===== config.mk =====
export PLATFORM = sky130hd
export DESIGN_NAME = alu_exec_unit
export DESIGN_NICKNAME = d
export VERILOG_FILES = /design/src/rtl/alu_exec_pkg.sv /design/src/rtl/alu_exec_core.sv /design/src/rtl/alu_exec_unit.sv
export SDC_FILE = /design/constraint.sdc
export NUM_CORES = 1
export LEC_CHECK = 0
export CORE_MARGIN = 4
export CORE_UTILIZATION = 50
export DETAILED_ROUTE_END_ITERATION = 6
export HOLD_SLACK_MARGIN = 0.03
export PLACE_DENSITY = 0.73
export SLEW_MARGIN = 20
export SYNTH_ARGS = -nofsm -noshare
export SYNTH_HDL_FRONTEND = slang
export SYNTH_SLANG_ARGS = --single-unit

===== constraint.sdc =====
create_clock -name clk -period 6.14 [get_ports clk]
set_input_delay 0.921 -clock clk [delete_from_list [all_inputs] [get_ports clk]]
set_output_delay 0.921 -clock clk [all_outputs]
set_load 0.01 [all_outputs]

===== src/rtl/alu_exec_pkg.sv =====
// alu_exec_pkg: shared op codes, states, class codes,
// flag bit indices and instruction field positions.
package alu_exec_pkg;

  typedef enum logic [3:0] {
    OP_ADD = 4'h0,
    OP_SUB = 4'h1,
    OP_AND = 4'h2,
    OP_OR  = 4'h3,
    OP_XOR = 4'h4,
    OP_CMP = 4'h5,
    OP_MOV = 4'h6,
    OP_MUL = 4'h7,
    OP_SLL = 4'h8,
    OP_SLR = 4'h9,
    OP_SRL = 4'hA,
    OP_SRA = 4'hB
  } op_e;

  typedef enum logic [1:0] {
    S_IDLE,
    S_BUSY,
    S_DONE
  } state_e;

  // Classes 00/01/10 are address calculations (ADD).
  localparam logic [1:0] CLS_ALU = 2'b11;

  localparam int FLG_S = 3;
  localparam int FLG_Z = 2;
  localparam int FLG_C = 1;
  localparam int FLG_V = 0;

  localparam int CLS_HI = 15;
  localparam int CLS_LO = 14;
  localparam int OP_HI  = 7;
  localparam int OP_LO  = 4;

  function automatic logic is_shift(
    input logic [3:0] op
  );
    return op inside {OP_SLL, OP_SLR,
                      OP_SRL, OP_SRA};
  endfunction

endpackage


===== src/rtl/alu_exec_core.sv =====
// alu_exec_core: combinational single-cycle ALU ops + flags.
// Ports: op, a, b in; result, flags {S,Z,C,V}, wb_en,
// illegal out. Macro ALU_EXEC_MUL_EN makes op 7 legal
// (product comes from the sequential path in the top).
module alu_exec_core
  import alu_exec_pkg::*;
#(
  parameter int WIDTH = 16
) (
  input  logic [3:0]       op,
  input  logic [WIDTH-1:0] a,
  input  logic [WIDTH-1:0] b,
  output logic [WIDTH-1:0] result,
  output logic [3:0]       flags,
  output logic             wb_en,
  output logic             illegal
);

  localparam int M = WIDTH - 1;

  logic [WIDTH:0]   sum;
  logic [WIDTH:0]   dif;
  logic             v_add;
  logic             v_sub;
  logic [WIDTH-1:0] r;
  logic [WIDTH-1:0] fv;
  logic             c;
  logic             v;
  logic             nf;

  assign sum = {1'b0, a} + {1'b0, b};
  assign dif = {1'b0, a} - {1'b0, b};

  assign v_add = (a[M] == b[M]) &&
                 (sum[M] != a[M]);
  assign v_sub = (a[M] != b[M]) &&
                 (dif[M] != a[M]);

  always_comb begin
    r       = a;
    fv      = a;
    c       = 1'b0;
    v       = 1'b0;
    nf      = 1'b0;
    wb_en   = 1'b1;
    illegal = 1'b0;
    unique case (op)
      OP_ADD: begin
        r  = sum[M:0];
        fv = sum[M:0];
        c  = sum[WIDTH];
        v  = v_add;
      end
      OP_SUB: begin
        r  = dif[M:0];
        fv = dif[M:0];
        c  = dif[WIDTH];
        v  = v_sub;
      end
      OP_CMP: begin
        // Flags of a-b, operand a passes through.
        fv    = dif[M:0];
        c     = dif[WIDTH];
        v     = v_sub;
        wb_en = 1'b0;
      end
      OP_AND: begin
        r  = a & b;
        fv = a & b;
      end
      OP_OR: begin
        r  = a | b;
        fv = a | b;
      end
      OP_XOR: begin
        r  = a ^ b;
        fv = a ^ b;
      end
      OP_MOV: begin
        r  = b;
        fv = b;
      end
      OP_MUL: begin
`ifdef ALU_EXEC_MUL_EN
        r  = a;
        fv = a;
`else
        r       = '0;
        fv      = '0;
        nf      = 1'b1;
        wb_en   = 1'b0;
        illegal = 1'b1;
`endif
      end
      // Only reached with shift amount 0.
      OP_SLL, OP_SLR, OP_SRL, OP_SRA: begin
        r  = a;
        fv = a;
      end
      default: begin
        nf    = 1'b1;
        wb_en = 1'b0;
      end
    endcase
    result = r;
    flags  = '0;
    if (!nf) begin
      flags[FLG_S] = fv[M];
      flags[FLG_Z] = (fv == '0);
      flags[FLG_C] = c;
      flags[FLG_V] = v;
    end
  end

endmodule


===== src/rtl/alu_exec_unit.sv =====
// alu_exec_unit: ALU execute stage, valid/ready in and out,
// single-cycle ops via alu_exec_core, bit-serial shifts.
// Ports: clk, rst_n, in_valid/in_ready, instr, a, b,
// out_valid/out_ready, result, flags {S,Z,C,V}, wb_en,
// illegal. Macro ALU_EXEC_MUL_EN adds a shift-add multiply.
module alu_exec_unit
  import alu_exec_pkg::*;
#(
  parameter int WIDTH = 16,
  parameter int SHW   = $clog2(WIDTH)
) (
  input  logic             clk,
  input  logic             rst_n,
  input  logic             in_valid,
  output logic             in_ready,
  input  logic [15:0]      instr,
  input  logic [WIDTH-1:0] a,
  input  logic [WIDTH-1:0] b,
  output logic             out_valid,
  input  logic             out_ready,
  output logic [WIDTH-1:0] result,
  output logic [3:0]       flags,
  output logic             wb_en,
  output logic             illegal
);

  localparam int M = WIDTH - 1;

  state_e           state_q, state_d;
  logic [3:0]       op_q, op_d;
  logic [WIDTH-1:0] res_q, res_d;
  logic [WIDTH-1:0] acc_q, acc_d;
  logic [3:0]       flg_q, flg_d;
  logic             wb_q, wb_d;
  logic             ill_q, ill_d;
  logic [SHW-1:0]   cnt_q, cnt_d;

  logic [3:0]       dec_op;
  logic [SHW-1:0]   amt;
  logic             accept;
  logic             busy;
  logic             unused_instr;

  logic [WIDTH-1:0] core_res;
  logic [3:0]       core_flg;
  logic             core_wb;
  logic             core_ill;

  logic [3:0]       sh_op;
  logic [WIDTH-1:0] sh_in;
  logic [WIDTH:0]   sh_out;
  logic [3:0]       sh_flg;

  assign dec_op =
    (instr[CLS_HI:CLS_LO] == CLS_ALU) ?
    instr[OP_HI:OP_LO] : OP_ADD;
  assign amt    = b[SHW-1:0];
  assign busy   = (state_q == S_BUSY);

  assign in_ready  = (state_q == S_IDLE) ||
                     ((state_q == S_DONE) && out_ready);
  assign accept    = in_valid && in_ready;
  assign out_valid = (state_q == S_DONE);
  assign result    = res_q;
  assign flags     = flg_q;
  assign wb_en     = wb_q;
  assign illegal   = ill_q;

  assign unused_instr = ^{instr[13:8], instr[3:0]};

  alu_exec_core #(
    .WIDTH(WIDTH)
  ) u_core (
    .op     (dec_op),
    .a      (a),
    .b      (b),
    .result (core_res),
    .flags  (core_flg),
    .wb_en  (core_wb),
    .illegal(core_ill)
  );

  // One-bit shifter shared by the acceptance step and BUSY.
  // sh_out = {bit shifted out, shifted value}.
  assign sh_op = busy ? op_q : dec_op;
  assign sh_in = busy ? acc_q : a;

  always_comb begin
    case (sh_op)
      OP_SLL:  sh_out = {sh_in[M], sh_in[M-1:0], 1'b0};
      OP_SLR:  sh_out = {sh_in[M], sh_in[M-1:0], sh_in[M]};
      OP_SRL:  sh_out = {sh_in[0], 1'b0, sh_in[M:1]};
      default: sh_out = {sh_in[0], sh_in[M], sh_in[M:1]};
    endcase
    sh_flg        = '0;
    sh_flg[FLG_S] = sh_out[M];
    sh_flg[FLG_Z] = (sh_out[M:0] == '0);
    sh_flg[FLG_C] = sh_out[WIDTH];
  end

`ifdef ALU_EXEC_MUL_EN
  logic [WIDTH-1:0]   mc_q, mc_d;
  logic [WIDTH-1:0]   lo_q, lo_d;
  logic [WIDTH-1:0]   m_mc;
  logic [WIDTH-1:0]   m_hi;
  logic [WIDTH-1:0]   m_lo;
  logic [WIDTH:0]     m_sum;
  logic [2*WIDTH-1:0] m_out;
  logic [3:0]         mul_flg;

  // Shift-add step: add multiplicand into the high half
  // when the multiplier LSB is set, then shift right.
  assign m_mc  = busy ? mc_q : a;
  assign m_hi  = busy ? acc_q : '0;
  assign m_lo  = busy ? lo_q : b;
  assign m_sum = {1'b0, m_hi} +
                 (m_lo[0] ? {1'b0, m_mc} : '0);
  assign m_out = {m_sum, m_lo[M:1]};

  always_comb begin
    mul_flg        = '0;
    mul_flg[FLG_S] = m_out[M];
    mul_flg[FLG_Z] = (m_out[M:0] == '0);
    mul_flg[FLG_C] = |m_out[2*WIDTH-1:WIDTH];
  end
`endif

  always_comb begin
    state_d = state_q;
    op_d    = op_q;
    res_d   = res_q;
    acc_d   = acc_q;
    flg_d   = flg_q;
    wb_d    = wb_q;
    ill_d   = ill_q;
    cnt_d   = cnt_q;
`ifdef ALU_EXEC_MUL_EN
    mc_d    = mc_q;
    lo_d    = lo_q;
`endif
    unique case (state_q)
      S_BUSY: begin
        cnt_d = cnt_q - SHW'(1);
`ifdef ALU_EXEC_MUL_EN
        if (op_q == OP_MUL) begin
          acc_d = m_out[2*WIDTH-1:WIDTH];
          lo_d  = m_out[M:0];
          if (cnt_q == SHW'(1)) begin
            state_d = S_DONE;
            res_d   = m_out[M:0];
            flg_d   = mul_flg;
            wb_d    = 1'b1;
            ill_d   = 1'b0;
          end
        end else
`endif
        begin
          acc_d = sh_out[M:0];
          if (cnt_q == SHW'(1)) begin
            state_d = S_DONE;
            res_d   = sh_out[M:0];
            flg_d   = sh_flg;
            wb_d    = 1'b1;
            ill_d   = 1'b0;
          end
        end
      end
      S_DONE: begin
        if (out_ready) state_d = S_IDLE;
      end
      default: ;
    endcase
    // Acceptance overrides DONE->IDLE for back-to-back ops.
    if (accept) begin
      op_d = dec_op;
      if (is_shift(dec_op) && amt != '0) begin
        acc_d = sh_out[M:0];
        cnt_d = amt - SHW'(1);
        if (amt == SHW'(1)) begin
          state_d = S_DONE;
          res_d   = sh_out[M:0];
          flg_d   = sh_flg;
          wb_d    = 1'b1;
          ill_d   = 1'b0;
        end else begin
          state_d = S_BUSY;
        end
      end
`ifdef ALU_EXEC_MUL_EN
      else if (dec_op == OP_MUL) begin
        acc_d   = m_out[2*WIDTH-1:WIDTH];
        lo_d    = m_out[M:0];
        mc_d    = a;
        cnt_d   = SHW'(WIDTH - 1);
        state_d = S_BUSY;
      end
`endif
      else begin
        state_d = S_DONE;
        res_d   = core_res;
        flg_d   = core_flg;
        wb_d    = core_wb;
        ill_d   = core_ill;
      end
    end
  end

  always_ff @(posedge clk or negedge rst_n) begin
    if (!rst_n) begin
      state_q <= S_IDLE;
      op_q    <= '0;
      res_q   <= '0;
      acc_q   <= '0;
      flg_q   <= '0;
      wb_q    <= 1'b0;
      ill_q   <= 1'b0;
      cnt_q   <= '0;
`ifdef ALU_EXEC_MUL_EN
      mc_q    <= '0;
      lo_q    <= '0;
`endif
    end else begin
      state_q <= state_d;
      op_q    <= op_d;
      res_q   <= res_d;
      acc_q   <= acc_d;
      flg_q   <= flg_d;
      wb_q    <= wb_d;
      ill_q   <= ill_d;
      cnt_q   <= cnt_d;
`ifdef ALU_EXEC_MUL_EN
      mc_q    <= mc_d;
      lo_q    <= lo_d;
`endif
    end
  end

endmodule


==> results of run 1 <==
==> worst min-delay path by stage <==
stage / start / to / slack (ps)
floorplan: acc_q[9] / acc_q[9] / 460
global placement: op_q[2] / op_q[2] / 490
detailed placement: op_q[3] / op_q[3] / 500
CTS: op_q[3] / op_q[3] / 510
global route: result[12] / result[12] / 540
finish: op_q[2] / op_q[2] / 510
==> state kept, by name, indices dropped and copies added (netlist names) <==
signal and flops:
illegal 1, cnt_q 4, flags 4, result 16, op_q 4, acc_q 16
wb_en 1, state_q 2
==> metrics by stage <==
stage                     instances  setup WS, ps  util, %  hold WS (ps)  power [mW]
after CTS                       876          1830     58.5           514        1.01
final                           876          1630     58.6           511        1.02
after floorplan                 695          2720        -           461       0.593
after detailed placement        868          1540     57.2           500       0.728
after global routing            876          1500     58.6           535        1.06
after global placement          868          1550     57.2           487       0.722
==> power breakdown <==
| part | switching (mW) | internal (mW) | leakage (nW) |
|---|---|---|---|
| sequential | 0.00731 | 0.326 | 0.640 |
| combinational | 0.234 | 0.168 | 2.15 |
| clock | 0.120 | 0.161 | 0.0766 |
| total | 0.361 | 0.655 | 2.87 |
==> Yosys cell counts, types with 4 or more instances <==
| cell | n | area [sq um] |
|---|---|---|
| nor2_1 | 42 | 158 |
| nand2_1 | 40 | 150 |
| nor3_1 | 19 | 95.1 |
| o21ai_0 | 36 | 180 |
| o21bai_1 | 6 | 45.0 |
| and3_1 | 9 | 56.3 |
| mux2_2 | 14 | 158 |
| a221o_1 | 18 | 180 |
| o31ai_1 | 10 | 75.1 |
| xor2_1 | 4 | 35.0 |
| xnor2_1 | 13 | 114 |
| or2_2 | 5 | 31.3 |
| mux4_2 | 15 | 338 |
| nand4_1 | 6 | 37.5 |
| o211ai_1 | 9 | 67.6 |
| nor4_1 | 10 | 62.6 |
| a22oi_1 | 18 | 135 |
| a211oi_1 | 9 | 67.6 |
| a22o_1 | 5 | 43.8 |
| and2_1 | 6 | 37.5 |
| a221oi_1 | 8 | 70.1 |
| clkbuf_1 | 26 | 97.6 |
| nand2b_1 | 12 | 75.1 |
| inv_1 | 51 | 191 |
| a21oi_1 | 50 | 250 |
| or3_1 | 5 | 31.3 |
| buf_2 | 14 | 70.1 |
| a31oi_1 | 12 | 75.1 |
| nand3_1 | 13 | 65.1 |
| a21o_1 | 9 | 67.6 |
| nor3b_1 | 7 | 52.6 |
| ha_1 | 56 | 701 |
| dfrtp_1 | 48 | 1200 |
| a211o_1 | 5 | 43.8 |
| nor2b_1 | 12 | 75.1 |
==> routing by layer <==
metal / up-vias / global-route usage (%) / part of all wire (%)
met2: 373 / 44.7 / 45
met5: - / 0 / 0
met4: 0 / 9.98 / 3.4
met1: 2871 / 40.3 / 42
met3: 61 / 5.22 / 9.7
li1: 2706 / - / -
==> final cells by class <==
type                       instances  area share (%)
clock inverter                     2           0.150
tap                              143            2.67
clock buffer                       6            2.08
sequential                        48            18.0
multi-input combinational        552            63.6
inverter                          52            2.92
timing repair buffer              73            10.6
==> worst max-delay path: cells and delay by family <==
family | cells | cell delay (ps)
simple gates | 5 | 1620
compound gates | 3 | 1280
buf+inv | 1 | 890
==> kinds of logic after synthesis <==
family                     after synthesis
AOI/OAI and AO/OA                      241
and+or+nand+nor                        206
buffers and inverters                   95
adders and majority gates               58
DFF                                     48
muxes                                   30
xor gates and xnor gates                17
==> results.py, run 1 <==
metrics = {
    "finish": {
        "nNetsFinal": 842,
        "layout_common_cells": "clkdlybuf4s50_1, ha_1, inv_1",
        "area_growth_pct": 14.5,
        "layout-drive-gt1-share_pct": 9.55,
        "num_antenna_cells": 0,
        "nFillCells": 1026,
        "multi_input_area_sq_um": 4260,
        "seq_area_sq_um": 1200,
        "final_area_sq_um": 6690,
        "layout_commonest_cell": "clkdlybuf4s50_1",
    },
    "route": {
        "drtPass1Iterations": 6,
        "ant_nets": 0,
        "drt_iter0_drc": 774,
        "wl_per_cell_um": 22.3,
        "drc": 0,
        "via_count": 6011,
        "wirelength_mm": 19.5,
        "via_per_inst": 6.86,
    },
    "floorplanning": {
        "io_pins": 76,
        "rows": 39,
        "fp.dieW_um": 116,
        "die_area_sq_um": 13500,
        "dieHeight_um": 116,
        "core_sq_um": 11400,
        "start_util_pct": 51.2,
    },
    "clocking": {
        "clock_path_buffers": 2,
        "cts_root_buffer": "clkbuf_16",
        "cts_max_level": 2,
        "numCtsBuffers": 5,
        "cts_post_setup_buffers_inserted": 0,
        "clk-insertion-delay-late_ps": 300,
        "cts.sinks": 48,
        "cts_tree": "done",
        "postCtsResizedCells": 0,
        "clk_pin_slew_worst_paths_ps": 70,
        "hold_buffers": 0,
    },
    "setup_path": {
        "r2r_cells": 9,
        "cp-start-kind": "primary input",
        "max_stage_delay_ps": 890,
        "r2r-end": "flags[2]",
        "endpoint_kind": "register",
        "crit_chain": "clkdlybuf4s50_1 -> nor4bb_1 -> and3_1 -> a221oi_1 -> nor4bb_1 -> nand4_1 -> o41ai_1 -> nand4_1 -> a221oi_2",
        "critPathRequiredTime_ps": 6350,
        "critPathCapture": "flags[2]",
        "cp_slowest_cell": "clkdlybuf4s50_1",
        "path_max_fanout": 16,
        "crit_arrival_ps": 4720,
        "r2r_slack_ps": 2680,
        "crit_type": "primary input to register",
        "crit_start": "instr[7]",
        "r2r_start": "state_q[0]",
    },
    "sta": {
        "tns_ps": 0,
        "period_needed_ps": 4510,
        "slew_viol_final": 0,
        "worst_pin_slew_ps": 856,
        "slew_headroom_pct": 42.9,
        "rsz0062_at_grt": "no",
        "fin_crit_sh_pct": 73.5,
        "clock_skew_ps": 7.63,
        "setup_viol": 0,
        "timing.fmax_mhz": 222,
        "hold_viol": 0,
    },
    "logic_synthesis": {
        "synth_cells": 695,
        "synth_edf_count": 0,
        "ys_seq_area_share_pct": 20.6,
        "synth.distinct_cells": 77,
        "synth_top_family_by_area": "compound AO/OA/AOI/OAI gates",
        "ys_warn_count": 0,
        "synthMuxAreaShare_pct": 8.65,
        "synth.ff_latch_count": 48,
        "syn_area_per_cell_sq_um": 8.40,
        "synth_compound_area_share_pct": 29.6,
        "synthesis.nets": 805,
        "synthSimpleGateAreaFrac_pct": 19.2,
        "syn-cell-area_sq_um": 5840,
        "synth_xor_area_share_pct": 2.55,
        "synth_top_flop_cell": "dfrtp_1",
        "async_flop_share_pct": 100,
        "synth_adder_area_share_pct": 12.7,
    },
    "grt": {
        "grt_pass1_vias": 5771,
        "grt_max_degree": 49,
        "grt_usage_pct": 28.8,
        "antenna_found_initial": 0,
        "grt_pass1_wl_mm": 30.7,
        "grt-ovfl-total": 0,
    },
    "hold_path": {
        "hp-class": "register to register",
        "whs_path_depth": 2,
    },
    "pwr": {
        "p_per_area_nw_per_um2": 152,
        "peakVddDrop_mv": 0.139,
        "p_leak_nw": 2.87,
    },
    "placement": {
        "dpl_cell_area_sq_um": 6540,
        "io_buffers": 65,
        "place_congestion": 0.968,
        "dp_hpwl_mm": 14.7,
    },
    "run": {
        "max_cap_viol_count": 0,
    },
    "status": {
        "run_status": "completed",
    },
}
(Power assumes the default switching activity.)
==> run 2: changes to the inputs <==
==> constraint.sdc (replaced) <==
create_clock -name clk -period 4.7 [get_ports clk]
set_input_delay 0.705 -clock clk [delete_from_list [all_inputs] [get_ports clk]]
set_output_delay 0.705 -clock clk [all_outputs]
set_load 0.01 [all_outputs]
==> run 2 against run 1 <==
Largest cell class unchanged. Critical path type unchanged. Hold slack lost 92 ps. Critical endpoint unchanged. Critical path depth grew 2. First-iteration DRC count shrank 7.0%. Combinational power is 35% higher.
==> results.py, run 2 (same netlist as run 1, synthesis figures left out) <==
metrics = {
    "sta": {
        "worst_pin_slew_ps": 1000,
        "slew_viol_final": 0,
        "period_needed_ps": 4180,
        "clock_skew_ps": 4.33,
        "slew_headroom_pct": 32.9,
        "tns_ps": 0,
        "setup_viol": 0,
        "hold_viol": 0,
        "fin_crit_sh_pct": 88.9,
        "timing.fmax_mhz": 239,
        "holdWs_ps": 418,
        "rsz0062_at_grt": "no",
    },
    "pwr": {
        "p_per_area_nw_per_um2": 196,
        "power_mw": 1.34,
        "p_leak_nw": 2.98,
        "peakVddDrop_mv": 0.158,
    },
    "placement": {
        "io_buffers": 65,
        "place_congestion": 1.01,
        "dp_hpwl_mm": 15.3,
    },
    "finish": {
        "layout_common_cells": "clkdlybuf4s50_1, ha_1, inv_1",
        "fin_util_pct": 60.0,
        "num_antenna_cells": 0,
        "area_growth_pct": 17.4,
        "nFillCells": 1046,
        "nNetsFinal": 865,
        "layout_commonest_cell": "clkdlybuf4s50_1",
        "layout-drive-gt1-share_pct": 11.9,
    },
    "run": {
        "max_cap_viol_count": 0,
    },
    "clocking": {
        "cts_max_level": 2,
        "cts_root_buffer": "clkbuf_16",
        "clk-insertion-delay-late_ps": 290,
        "cts_post_setup_buffers_inserted": 0,
        "cts_tree": "done",
        "cts.sinks": 48,
        "clk_pin_slew_worst_paths_ps": 60,
        "hold_buffers": 0,
        "numCtsBuffers": 5,
        "clock_path_buffers": 2,
        "postCtsResizedCells": 0,
    },
    "floorplanning": {
        "dieHeight_um": 116,
        "die_area_sq_um": 13500,
        "io_pins": 76,
        "start_util_pct": 51.2,
        "fp.dieW_um": 116,
        "core_sq_um": 11400,
        "rows": 39,
    },
    "setup_path": {
        "crit_arrival_ps": 4370,
        "critPathRequiredTime_ps": 4900,
        "cp-start-kind": "primary input",
        "crit_chain": "clkdlybuf4s50_1 -> inv_1 -> ha_1 -> a21o_1 -> a2111o_1 -> xnor2_1 -> a211oi_1 -> o211ai_1 -> o41ai_1 -> nand4_1 -> a221oi_2",
        "endpoint_kind": "register",
        "crit_type": "primary input to register",
        "max_stage_delay_ps": 660,
        "cp_slowest_cell": "clkdlybuf4s50_1",
        "path_max_fanout": 6,
    },
    "grt": {
        "grt_usage_pct": 29.5,
        "grt_pass1_vias": 5723,
        "use_met1_pct": 41.1,
        "grt_use_met3_pct": 4.60,
        "grt_max_degree": 49,
        "grt-ovfl-total": 0,
        "grt_pass1_wl_mm": 31.1,
        "grt-busiest-layer": "met2",
        "use_met2_pct": 45.7,
        "antenna_found_initial": 0,
    },
    "route": {
        "drt_iter0_drc": 720,
        "drc": 0,
        "via_count": 6203,
        "wl_per_cell_um": 22.3,
        "via_per_inst": 6.90,
        "ant_nets": 0,
        "drtPass1Iterations": 5,
        "wirelength_mm": 20.1,
    },
    "status": {
        "run_status": "completed",
    },
    "hold_path": {
        "hp-class": "primary input to async pin",
    },
}
[run 2: changes by cell type in the layout (fill, tap and decap cells not counted)]
cell	previous run	this run
clkinv_2	2	0
a21oi_2	2	1
buf_4	9	32
a21oi_1	49	50
clkbuf_1	0	2
[run 2: cell type report]
cell class	count	area [sq um]	share of cell area, %
tap	143	179	2.61
clock buffer	8	146	2.14
multi-input combinational	552	4250	62.0
inverter	52	195	2.85
sequential	48	1200	17.5
timing repair buffer	96	881	12.8
[run 2: power by group]
| group | leakage, nW | switching (mW) | total (mW) | internal, mW |
|---|---|---|---|---|
| combinational | 2.27 | 0.311 | 0.542 | 0.231 |
| sequential | 0.640 | 0.00903 | 0.435 | 0.426 |
| clock | 0.0712 | 0.153 | 0.365 | 0.213 |
[run 2: critical path: cells and delay by family]
| kind | cells | cell delay [ps] |
|---|---|---|
| adders and majority gates | 1 | 390 |
| xor gates and xnor gates | 1 | 170 |
| AOI/OAI and AO/OA | 6 | 1990 |
| buffers and inverters | 2 | 890 |
| and+or+nand+nor | 1 | 220 |
[run 2: final timing paths]
check                            from          to  slack [ps]  cells after the start
max                              b[1]    flags[2]         520                     11
min                             rst_n  state_q[1]         420                      1
max reg2reg                state_q[0]    flags[2]        1160                      9
min reg2reg                   op_q[3]     op_q[3]         500                      2
max in group asynchronous       rst_n   result[4]        3850                      1
min in group clk              op_q[3]     op_q[3]         500                      2
[run 2: layer usage]
layer | up-vias | wire, um
met5 | - | 0
met2 | 464 | 8880
met4 | 0 | 890
met3 | 67 | 2170
met1 | 2897 | 8110
li1 | 2775 | -
[run 2: through the flow]
step / cell area, sq um / setup WS, ps / std cells
floorplan: 5840 / 1500 / 695
global placement: 6710 / 402 / 891
detailed placement: 6710 / 314 / 891
CTS: 6850 / 598 / 899
global route: 6860 / 327 / 899
finish: 6860 / 523 / 899
==> run 3: changes to the inputs <==
--- a/config.mk
+++ b/config.mk
@@ -5,10 +5,12 @@
 export SDC_FILE = /design/constraint.sdc
 export NUM_CORES = 1
 export LEC_CHECK = 0
+export CAP_MARGIN = 10
 export CORE_MARGIN = 4
 export CORE_UTILIZATION = 50
 export DETAILED_ROUTE_END_ITERATION = 6
 export HOLD_SLACK_MARGIN = 0.03
+export MAX_ROUTING_LAYER = met4
 export PLACE_DENSITY = 0.73
 export SLEW_MARGIN = 20
 export SYNTH_ARGS = -nofsm -noshare
==> run 3 against run 2 <==
Final cell count increased by 0.44%. Largest power group unchanged. Sequential share of layout area fell by 0.099 points. Sequential power about the same. Flip-flop and latch count did not move.
==> results.py, run 3 (same netlist as run 1, synthesis figures left out) <==
metrics = {
    "setup_path": {
        "crit_arrival_ps": 4250,
        "cp-start-kind": "primary input",
        "path_max_fanout": 5,
        "endpoint_kind": "register",
        "r2r-end": "flags[2]",
        "r2r_cells": 8,
        "r2r_start": "state_q[0]",
        "critPathRequiredTime_ps": 4910,
        "r2r_slack_ps": 1370,
        "crit_type": "primary input to register",
    },
    "clocking": {
        "clk-insertion-delay-late_ps": 290,
        "cts_max_level": 2,
        "clock_path_buffers": 2,
        "numCtsBuffers": 5,
        "hold_buffers": 0,
        "clk_pin_slew_worst_paths_ps": 70,
        "cts_root_buffer": "clkbuf_16",
        "cts_tree": "done",
        "postCtsResizedCells": 0,
        "cts.sinks": 48,
        "cts_post_setup_buffers_inserted": 0,
    },
    "hold_path": {
        "hp-class": "primary input to async pin",
    },
    "floorplanning": {
        "io_pins": 76,
        "core_sq_um": 11400,
        "rows": 39,
        "die_area_sq_um": 13500,
        "dieHeight_um": 116,
        "start_util_pct": 51.2,
        "fp.dieW_um": 116,
    },
    "placement": {
        "pre_cts_ws_ps": 467,
        "place_congestion": 1.01,
        "io_buffers": 65,
        "dp_cells": 896,
        "dp_hpwl_mm": 16.1,
    },
    "route": {
        "wl_met3_mm": 1.70,
        "drt_iter0_drc": 622,
        "via_per_inst": 6.75,
        "wl_per_cell_um": 23.0,
        "wirelength_mm": 20.8,
        "drt-met1-wl_mm": 8.94,
        "ant_nets": 0,
        "drtPass1Iterations": 5,
        "via_count": 6091,
        "drc": 0,
        "topRoutingLayerUsed": "met4",
        "wl_met2_mm": 9.54,
    },
    "finish": {
        "final_cell_count_no_fill": 903,
        "area_growth_pct": 18.1,
        "num_antenna_cells": 0,
        "layout_common_cells": "clkdlybuf4s50_1, ha_1, inv_1",
        "seq_area_sq_um": 1200,
        "layout-drive-gt1-share_pct": 12.6,
        "multi_input_area_sq_um": 4250,
        "nFillCells": 1042,
        "layout_commonest_cell": "clkdlybuf4s50_1",
        "nNetsFinal": 870,
    },
    "sta": {
        "fin_crit_sh_pct": 86.1,
        "postLayoutSetupSlackWorst_ps": 652,
        "holdWs_ps": 430,
        "tns_ps": 0,
        "hold_viol": 0,
        "clock_skew_ps": 7.26,
        "slew_viol_final": 0,
        "timing.fmax_mhz": 247,
        "slew_headroom_pct": 40.5,
        "worst_pin_slew_ps": 885,
        "setup_viol": 0,
        "rsz0062_at_grt": "no",
        "period_needed_ps": 4050,
    },
    "run": {
        "max_cap_viol_count": 0,
    },
    "grt": {
        "grt_max_degree": 49,
        "antenna_found_initial": 0,
        "grt_pass1_wl_mm": 32.1,
        "grt-ovfl-total": 0,
        "grt_pass1_vias": 5915,
        "grt_usage_pct": 31.7,
    },
    "pwr": {
        "p_per_area_nw_per_um2": 195,
        "peakVddDrop_mv": 0.202,
        "p_leak_nw": 3.00,
    },
    "status": {
        "run_status": "completed",
    },
}
[run 3: final cells by class]
type                            count  area share (%)
Clock buffer                        6            2.01
Sequential cell                    48            17.4
Inverter                           52            2.83
Tap cell                          143            2.59
Multi-Input combinational cell    552            61.7
Timing Repair Buffer              101            13.3
Clock inverter                      1           0.127
[run 3: critical path: stages]
cell and delay [ps]:
clkdlybuf4s50_1 650, inv_1 110, ha_1 350, a21o_1 240, a2111o_1 460, xnor2_1 160
a211oi_1 420, o211ai_1 160, o41ai_1 490, nand4_1 250, a221oi_2 260
[run 3: power by group]
group	internal, mW	switching, mW
Clock	0.210	0.153
Sequential	0.426	0.00939
Combinational	0.234	0.314
[run 3: how the worst max path moves through the flow]
stage / to / start / depth (start not counted)
after global routing: flags[2] / a[0] / 12
after CTS: flags[2] / a[0] / 12
after global placement: flags[2] / a[0] / 12
after floorplan: flags[2] / a[0] / 11
after detailed placement: flags[2] / a[0] / 12
final: flags[2] / b[1] / 11
[run 3: stage by stage]
step | utilization (%) | instance area [sq um] | total power [mW]
floorplan | - | 5840 | 0.775
global placement | 59.1 | 6750 | 0.968
detailed placement | 59.1 | 6750 | 0.975
CTS | 60.4 | 6890 | 1.34
global route | 60.4 | 6900 | 1.41
finish | 60.4 | 6900 | 1.35
[run 3: layer usage]
metal / GRT usage [%] / vias to the layer above
met5: - / -
met3: 5.90 / 43
met2: 49.3 / 327
met1: 42.3 / 2939
li1: - / 2782
met4: 9.51 / 0
